==> src/rtl/pc_seq_pkg.sv <==
// Shared types and widths for the PC sequencer: FSM state encoding,
// flush-window counter width and performance-counter width.
package pc_seq_pkg;

  typedef enum logic [1:0] {
    PC_SEQ_RUN   = 2'd0,
    PC_SEQ_FLUSH = 2'd1,
    PC_SEQ_HALT  = 2'd2
  } pc_seq_state_e;

  localparam int FLUSH_CNT_W = 3;
  localparam int PERF_CNT_W  = 16;

endpackage

==> src/rtl/pc_sequencer_if.sv <==
// Fetch-control bundle between the pipeline control logic (master) and
// the PC sequencer (slave).
interface pc_sequencer_if #(
  parameter int PC_WIDTH = 32
);
  logic                in_redirect;
  logic [PC_WIDTH-1:0] in_target;
  logic                in_stall;
  logic                in_halt;
  logic [PC_WIDTH-1:0] out_pc;
  logic                out_pc_valid;
  logic                out_flush;
  logic                out_halted;

  modport master (
    output in_redirect, in_target, in_stall, in_halt,
    input  out_pc, out_pc_valid, out_flush, out_halted
  );

  modport slave (
    input  in_redirect, in_target, in_stall, in_halt,
    output out_pc, out_pc_valid, out_flush, out_halted
  );
endinterface

==> src/rtl/pc_seq_sat_counter.sv <==
// Saturating up-counter with synchronous active-low clear; sticks at
// all-ones once reached.
module pc_seq_sat_counter #(
  parameter int WIDTH = 16
) (
  input  logic             clk_i,
  input  logic             rst_n_i,
  input  logic             inc_i,
  output logic [WIDTH-1:0] cnt_o
);

  logic [WIDTH-1:0] cnt_q, cnt_d;

  always_comb begin
    cnt_d = cnt_q;
    if (inc_i && (cnt_q != '1)) begin
      cnt_d = cnt_q + WIDTH'(1);
    end
  end

  always_ff @(posedge clk_i) begin
    if (!rst_n_i) begin
      cnt_q <= '0;
    end else begin
      cnt_q <= cnt_d;
    end
  end

  assign cnt_o = cnt_q;

endmodule

==> src/rtl/pc_sequencer.sv <==
// Registered program-counter sequencer: RUN / FLUSH / HALT FSM driving the
// fetch address. Define PC_SEQ_PERF_EN to add redirect and stall counters.
module pc_sequencer
  import pc_seq_pkg::*;
#(
  parameter int                  PC_WIDTH     = 32,
  parameter int                  PC_STEP      = 1,
  parameter logic [PC_WIDTH-1:0] RESET_PC     = '0,
  parameter int                  FLUSH_CYCLES = 2
) (
  input  logic                  in_clk,
  input  logic                  in_rst_n,
  pc_sequencer_if.slave         bus
`ifdef PC_SEQ_PERF_EN
  ,
  output logic [PERF_CNT_W-1:0] out_redirect_cnt,
  output logic [PERF_CNT_W-1:0] out_stall_cnt
`endif
);

  pc_seq_state_e          state_q, state_d;
  logic [PC_WIDTH-1:0]    pc_q, pc_d;
  logic [FLUSH_CNT_W-1:0] cnt_q, cnt_d;
  logic                   valid_q, valid_d;
  logic                   flush_q, flush_d;
  logic                   halted_q, halted_d;

  always_comb begin
    state_d = state_q;
    pc_d    = pc_q;
    cnt_d   = cnt_q;
    unique case (state_q)
      PC_SEQ_RUN: begin
        if (bus.in_halt) begin
          state_d = PC_SEQ_HALT;
        end else if (bus.in_redirect) begin
          state_d = PC_SEQ_FLUSH;
          pc_d    = bus.in_target;
          cnt_d   = FLUSH_CNT_W'(FLUSH_CYCLES - 1);
        end else if (!bus.in_stall) begin
          pc_d = pc_q + PC_WIDTH'(PC_STEP);
        end
      end
      // Stall does not stretch the window; the PC sits on the target throughout.
      PC_SEQ_FLUSH: begin
        if (bus.in_halt) begin
          state_d = PC_SEQ_HALT;
        end else if (bus.in_redirect) begin
          pc_d  = bus.in_target;
          cnt_d = FLUSH_CNT_W'(FLUSH_CYCLES - 1);
        end else if (cnt_q == '0) begin
          state_d = PC_SEQ_RUN;
        end else begin
          cnt_d = cnt_q - FLUSH_CNT_W'(1);
        end
      end
      PC_SEQ_HALT: begin
        state_d = PC_SEQ_HALT;
      end
      default: begin
        state_d = PC_SEQ_RUN;
      end
    endcase
  end

  // Status flags are registered from the next state so they align with out_pc.
  always_comb begin
    valid_d  = (state_d == PC_SEQ_RUN);
    flush_d  = (state_d == PC_SEQ_FLUSH);
    halted_d = (state_d == PC_SEQ_HALT);
  end

  always_ff @(posedge in_clk) begin
    if (!in_rst_n) begin
      state_q  <= PC_SEQ_RUN;
      pc_q     <= RESET_PC;
      cnt_q    <= '0;
      valid_q  <= 1'b1;
      flush_q  <= 1'b0;
      halted_q <= 1'b0;
    end else begin
      state_q  <= state_d;
      pc_q     <= pc_d;
      cnt_q    <= cnt_d;
      valid_q  <= valid_d;
      flush_q  <= flush_d;
      halted_q <= halted_d;
    end
  end

  assign bus.out_pc       = pc_q;
  assign bus.out_pc_valid = valid_q;
  assign bus.out_flush    = flush_q;
  assign bus.out_halted   = halted_q;

`ifdef PC_SEQ_PERF_EN
  logic redirect_acc;
  logic stall_acc;

  assign redirect_acc = (state_q != PC_SEQ_HALT) && !bus.in_halt && bus.in_redirect;
  assign stall_acc    = (state_q == PC_SEQ_RUN) && !bus.in_halt && !bus.in_redirect
                        && bus.in_stall;

  pc_seq_sat_counter #(.WIDTH(PERF_CNT_W)) u_redirect_cnt (
    .clk_i   (in_clk),
    .rst_n_i (in_rst_n),
    .inc_i   (redirect_acc),
    .cnt_o   (out_redirect_cnt)
  );

  pc_seq_sat_counter #(.WIDTH(PERF_CNT_W)) u_stall_cnt (
    .clk_i   (in_clk),
    .rst_n_i (in_rst_n),
    .inc_i   (stall_acc),
    .cnt_o   (out_stall_cnt)
  );
`endif

endmodule
==> src/flat_wrapper.sv <==
// flat-port wrapper written by rule: the top's interface ports become plain ports
module pc_sequencer_flat import pc_seq_pkg::*;
#(
  parameter int                  PC_WIDTH     = 32,
  parameter int                  PC_STEP      = 1,
  parameter logic [PC_WIDTH-1:0] RESET_PC     = '0,
  parameter int                  FLUSH_CYCLES = 2
)
  (in_clk, in_rst_n, bus_in_redirect, bus_in_target, bus_in_stall, bus_in_halt, bus_out_pc, bus_out_pc_valid, bus_out_flush, bus_out_halted);
  pc_sequencer_if #(.PC_WIDTH(PC_WIDTH)) bus_i ();
  input  logic in_clk;
  input  logic in_rst_n;
  input wire logic [$bits(bus_i.in_redirect)-1:0] bus_in_redirect;
  input wire logic [$bits(bus_i.in_target)-1:0] bus_in_target;
  input wire logic [$bits(bus_i.in_stall)-1:0] bus_in_stall;
  input wire logic [$bits(bus_i.in_halt)-1:0] bus_in_halt;
  output wire logic [$bits(bus_i.out_pc)-1:0] bus_out_pc;
  output wire logic [$bits(bus_i.out_pc_valid)-1:0] bus_out_pc_valid;
  output wire logic [$bits(bus_i.out_flush)-1:0] bus_out_flush;
  output wire logic [$bits(bus_i.out_halted)-1:0] bus_out_halted;
  assign bus_i.in_redirect = bus_in_redirect;
  assign bus_i.in_target = bus_in_target;
  assign bus_i.in_stall = bus_in_stall;
  assign bus_i.in_halt = bus_in_halt;
  assign bus_out_pc = bus_i.out_pc;
  assign bus_out_pc_valid = bus_i.out_pc_valid;
  assign bus_out_flush = bus_i.out_flush;
  assign bus_out_halted = bus_i.out_halted;
  pc_sequencer #(.PC_WIDTH(PC_WIDTH), .PC_STEP(PC_STEP), .RESET_PC(RESET_PC), .FLUSH_CYCLES(FLUSH_CYCLES)) u_core (.in_clk(in_clk), .in_rst_n(in_rst_n), .bus(bus_i));
endmodule
==> config.mk <==
export PLATFORM = sky130hd
export DESIGN_NAME = pc_sequencer_flat
export DESIGN_NICKNAME = d
export VERILOG_FILES = /design/src/rtl/pc_seq_pkg.sv /design/src/rtl/pc_sequencer_if.sv /design/src/rtl/pc_seq_sat_counter.sv /design/src/rtl/pc_sequencer.sv /design/src/flat_wrapper.sv
export SDC_FILE = /design/constraint.sdc
export NUM_CORES = 1
export LEC_CHECK = 0
export CAP_MARGIN = 20
export CORE_MARGIN = 4
export CORE_UTILIZATION = 35
export CTS_BUF_LIST = sky130_fd_sc_hd__clkbuf_8 sky130_fd_sc_hd__clkbuf_16
export DETAILED_ROUTE_END_ITERATION = 8
export SLEW_MARGIN = 20
export SYNTH_ARGS = -nofsm -noshare
export SYNTH_HDL_FRONTEND = slang
export SYNTH_SLANG_ARGS = --single-unit
==> constraint.sdc <==
create_clock -name in_clk -period 2.07 [get_ports in_clk]
set_input_delay 0.3105 -clock in_clk [delete_from_list [all_inputs] [get_ports in_clk]]
set_output_delay 0.3105 -clock in_clk [all_outputs]
set_load 0.1 [all_outputs]
[Word-level counts from Yosys, hierarchy flattened]
Index checks and enable logic that the tools add are counted.
Operators by class
  add/sub/neg operators: 2
  equal/unequal tests: 10
  muxes and demuxes: 18
  reductions and logical operators: 6
Operator list (count)
  $mux 32: 5
  $pmux 32 s2: 1
  $add 32x1->32 const B: 1
  $mux 3: 5
  $mux 2: 5
  $reduce_and 5->1: 2
  $ne 2x2->1 const B: 4
  $ne 3x3->1 const B: 2
  $pmux 2 s3: 1
  $pmux 3 s2: 1
  $eq 2x1->1 const B: 2
  $eq 2x2->1 const B: 2
  $logic_not 2->1: 2
  $logic_not 3->1: 1
  $sub 3x1->3 const B: 1
  $reduce_bool 2->1: 1
Word-level totals
  register bits: 40
  bits of input ports: 37
  output and inout port bits: 35
  logic and storage cells: 42

[Logic depth before layout (Yosys ltp)]
  depth after elaboration: 6
  gate-level depth with buffers: 9
  gate-level depth less buffers: 7

[Least setup slack after synthesis]
No wires, ideal clock.
  path type: reg2reg
  from: register u_core.pc_q[7] (netlist: u_core.bus.out_pc[7])
  to: register u_core.pc_q[27] (netlist: u_core.bus.out_pc[27])
  library setup time: 0.074 ns
  data arrival time: 2.425 ns
  required time: 1.996 ns
  setup slack: -0.429 ns
  stages on the path, launching flop included: 6
  path through: dfxtp_1 > nand4_1 > nor4_4 > nand4_2 > or4_1 > a31oi_1
Between the ends
  word-level cells in the longest chain between the ends: 5
Ends and longest elaborated chain
  start: declaration: RTL line pc_sequencer.sv:22  | logic [PC_WIDTH-1:0] pc_q, pc_d;
  start signal: assignment: RTL line pc_sequencer.sv:83  | pc_q <= pc_d;
  $add 32x1->32: RTL line pc_sequencer.sv:41  | pc_d = pc_q + PC_WIDTH'(PC_STEP);
  $mux 32: RTL line pc_sequencer.sv:40  | end else if (!bus.in_stall) begin
  $mux 32: RTL line pc_sequencer.sv:36  | end else if (bus.in_redirect) begin
  $mux 32: RTL line pc_sequencer.sv:34  | if (bus.in_halt) begin
  $pmux 32 s2: RTL line pc_sequencer.sv:32  | unique case (state_q)
No other way between the ends. The select of a mux whose other input is x is not followed.
A chain may end at the register's enable or synchronous reset.

[Worst setup path in the final report]
  from: register u_core.pc_q[10] (netlist: u_core.bus.out_pc[10])
  to: register u_core.pc_q[25] (netlist: u_core.bus.out_pc[25])
Same word-level chain as after synthesis.

==> flow_metrics.tcl <==
set metrics [dict create \
    outcome "completed" \
    syn_nets 379 \
    ctsHoldBuffers 0 \
    max_stage_delay_ps 390 \
    grt_usage_pct 20.0 \
    post_cts_resized 0 \
    clk_pin_slew_worst_paths_ps 80 \
    syn_avg_cell_area_um2 7.54 \
    clock_latency_ps 300 \
    overflow 0 \
    num_vias 2976 \
    rsz0062_at_grt "false" \
    crit_fanout 10 \
    post-cts-setup-buffers 0 \
    fin_skew_ps 13.0 \
    tns_ps 0 \
    crit_chain "nand4_1, nor4_4, buf_4, nand4_1, mux2_2, a21oi_1" \
    timing.critical_path.mode_cell "nand4_1" \
    syn_inst 339 \
    hold_start "u_core.cnt_q[2]" \
    hold_class "reg2reg" \
    root_buffer "clkbuf_8" \
    port_buffers 71 \
    grt_first_pass_wirelength_um 13900 \
    setup_viol 0 \
    synth_edf_count 0 \
    slew_headroom_pct 67.4 \
    top_layer_used "met4" \
    finalCritPeriodShare_pct 89.3 \
    hold_viol 0 \
    synth_cell_types 52 \
    cts.sinks 40 \
    die_h_um 93.5 \
    cp_slowest_cell "dfxtp_2" \
    start_kind "register" \
    wl_met3_um 645 \
    synth_warnings 0 \
    arrival_ps 2070 \
    wl_met2_um 3850 \
    viasPerCell 5.76 \
    row_count 30 \
    startpoint "u_core.bus.out_pc[10]" \
    antenna_found_initial 0 \
    powerDensity_nw_per_um2 616 \
    ys_ff_latch 40 \
    period_minus_slack_ps 1850 \
    maxSlewViolCount 0 \
    clock_path_buffers 2 \
    core-area_um2 6940 \
    worst_slack_ps 221 \
    drive_gt1_share_pct 26.8 \
    fill_cells 688 \
    die_w_um 93.5 \
    synth-compound-area-share_pct 26.1 \
    hpwl_um 6370 \
    syn2layout_area_growth_pct 40.8 \
    drt_iter0_markers 191 \
    synthMuxAreaShare_pct 4.45 \
    fmax_mhz 541 \
    htree_levels 2 \
    worst_slew_pin_slew_ps 485 \
    crit_required_ps 2290 \
    yosysTopAreaCell "dfxtp_1" \
    die-area_um2 8740 \
    ys_top_cells_by_area "dfxtp_1 31%, nor2_1 5.3%, nand2_1 4.8%" \
    critPathCaptureType "register" \
    synth_top_family_by_area "simple AND/OR/NAND/NOR gates" \
    synthAdderAreaFrac_pct 1.47 \
    dr.pass1.iters 5 \
    yosys.area_share.simple_pct 31.2 \
    cts_buffers 5 \
    worstSetupPathType "reg2reg" \
    synth.cell_area_um2 2560 \
    routed_wl_um 8600 \
    grt_max_degree 24 \
    ir_drop_v 0.000429 \
    synthArstFlopShare_pct 0 \
    leakagePower_nw 1.35 \
    initial_core_util_pct 36.8 \
    drc 0 \
    synth_top_flop_cell "dfxtp_1" \
    cts_tree "yes" \
    grt_pass1_vias 2739 \
    met1_length_um 4010 \
    ys_seq_area_share_pct 31.3 \
    reg2reg_from "u_core.bus.out_pc[10]" \
    routedWlPerCell_um 16.6 \
    synth_top_area_share_pct 31.3 \
    ant_nets 0 \
    nets 460 \
    place_ws_ps 37.9 \
    synthXorXnorAreaFrac_pct 0 \
    gp_congestion 0.921 \
    diodes 0 \
    ioPinCount 72 \
    drv_cap 0 \
]
stage by stage:
step | instances | util [%] | area (um^2) | hold WS (ps) | total power, W
2_1_floorplan | 339 | - | 2620 | 446 | 0.00135
3_3_place_gp | 509 | 50.3 | 3490 | 471 | 0.00159
3_5_place_dp | 509 | 50.3 | 3490 | 481 | 0.00159
4_1_cts | 517 | 51.9 | 3600 | 494 | 0.00223
5_1_grt | 517 | 51.9 | 3600 | 527 | 0.00231
6_report | 517 | 51.9 | 3600 | 490 | 0.00222
synthesized netlist by cell type, types with 6 or more instances:
cell type / count
mux2i_1: 8
a31oi_1: 6
nor3_1: 8
o31ai_1: 6
buf_2: 7
a32oi_1: 6
inv_1: 9
nor2_1: 36
dfxtp_1: 40
nand2_1: 33
o21ai_0: 23
nor4_1: 10
a22oi_1: 8
and2_1: 6
nand3_1: 13
clkbuf_1: 16
nand4_1: 12
a21oi_1: 24
cell families (layout without fill, tap and decap cells):
logic type	count (synthesis)	in the layout
and+or+nand+nor	148	148
muxes	11	11
buffers and inverters	34	116
DFF	40	40
adders and majority gates	3	3
AOI/OAI and AO/OA	103	103
registers in the layout (all words and copies together), names as in the netlist:
register,cells
u_core.bus.out_pc,32
u_core.cnt_q,3
u_core.state_q,2
u_core.bus.out_flush,1
u_core.bus.out_halted,1
u_core.bus.out_pc_valid,1
power breakdown:
group	switching (W)	total, W	internal [W]
registers	0.0000630	0.000876	0.000813
logic	0.000476	0.000703	0.000227
clock network	0.000286	0.000637	0.000352
total	0.000825	0.00222	0.00139
critical path, delay by kind of cell (launching register included):
kind                   cells  cell delay, ps
flip-flops                 1             390
AND/OR/NAND/NOR            3             730
buffers and inverters      1             230
AO/OA/AOI/OAI              1             120
multiplexers               1             310
final cells by class:
type | count | area [um^2] | area share, %
Multi-Input combinational cell | 265 | 1620 | 45.0
Clock inverter | 3 | 37.5 | 1.04
Inverter | 9 | 33.8 | 0.938
Tap cell | 96 | 120 | 3.34
Clock buffer | 5 | 68.8 | 1.91
Timing Repair Buffer | 99 | 858 | 23.8
Sequential cell | 40 | 862 | 23.9
worst paths after layout:
kind | to | slack, ps | depth (start not counted)
worst max-delay path | u_core.bus.out_pc[25] | 220 | 6
worst min-delay path | u_core.cnt_q[2] | 490 | 2
worst max register to register | u_core.bus.out_pc[25] | 220 | 6
worst min register to register | u_core.cnt_q[2] | 490 | 2
per-layer routing:
metal  track usage, %  vias up
met5                0        -
li1                 -     1443
met4             5.74        0
met1             28.5     1413
met2             30.2      110
met3             4.18       10
layout by cell type, fill, tap and decap left out, types with 5 or more instances in the layout:
| master | n |
|---|---|
| a21oi_1 | 24 |
| a22oi_1 | 8 |
| a31oi_1 | 6 |
| a32oi_1 | 6 |
| and2_1 | 6 |
| and3_1 | 5 |
| buf_4 | 61 |
| clkbuf_8 | 5 |
| clkdlybuf4s50_1 | 36 |
| dfxtp_1 | 9 |
| dfxtp_2 | 22 |
| dfxtp_4 | 9 |
| inv_1 | 9 |
| mux2i_1 | 8 |
| nand2_1 | 33 |
| nand3_1 | 13 |
| nand4_1 | 12 |
| nor2_1 | 36 |
| nor3_1 | 8 |
| nor4_1 | 10 |
| o211ai_1 | 5 |
| o21ai_0 | 23 |
| o22ai_1 | 5 |
| o31ai_1 | 6 |
| or3_1 | 5 |
Power figures use the tool's default switching activity.
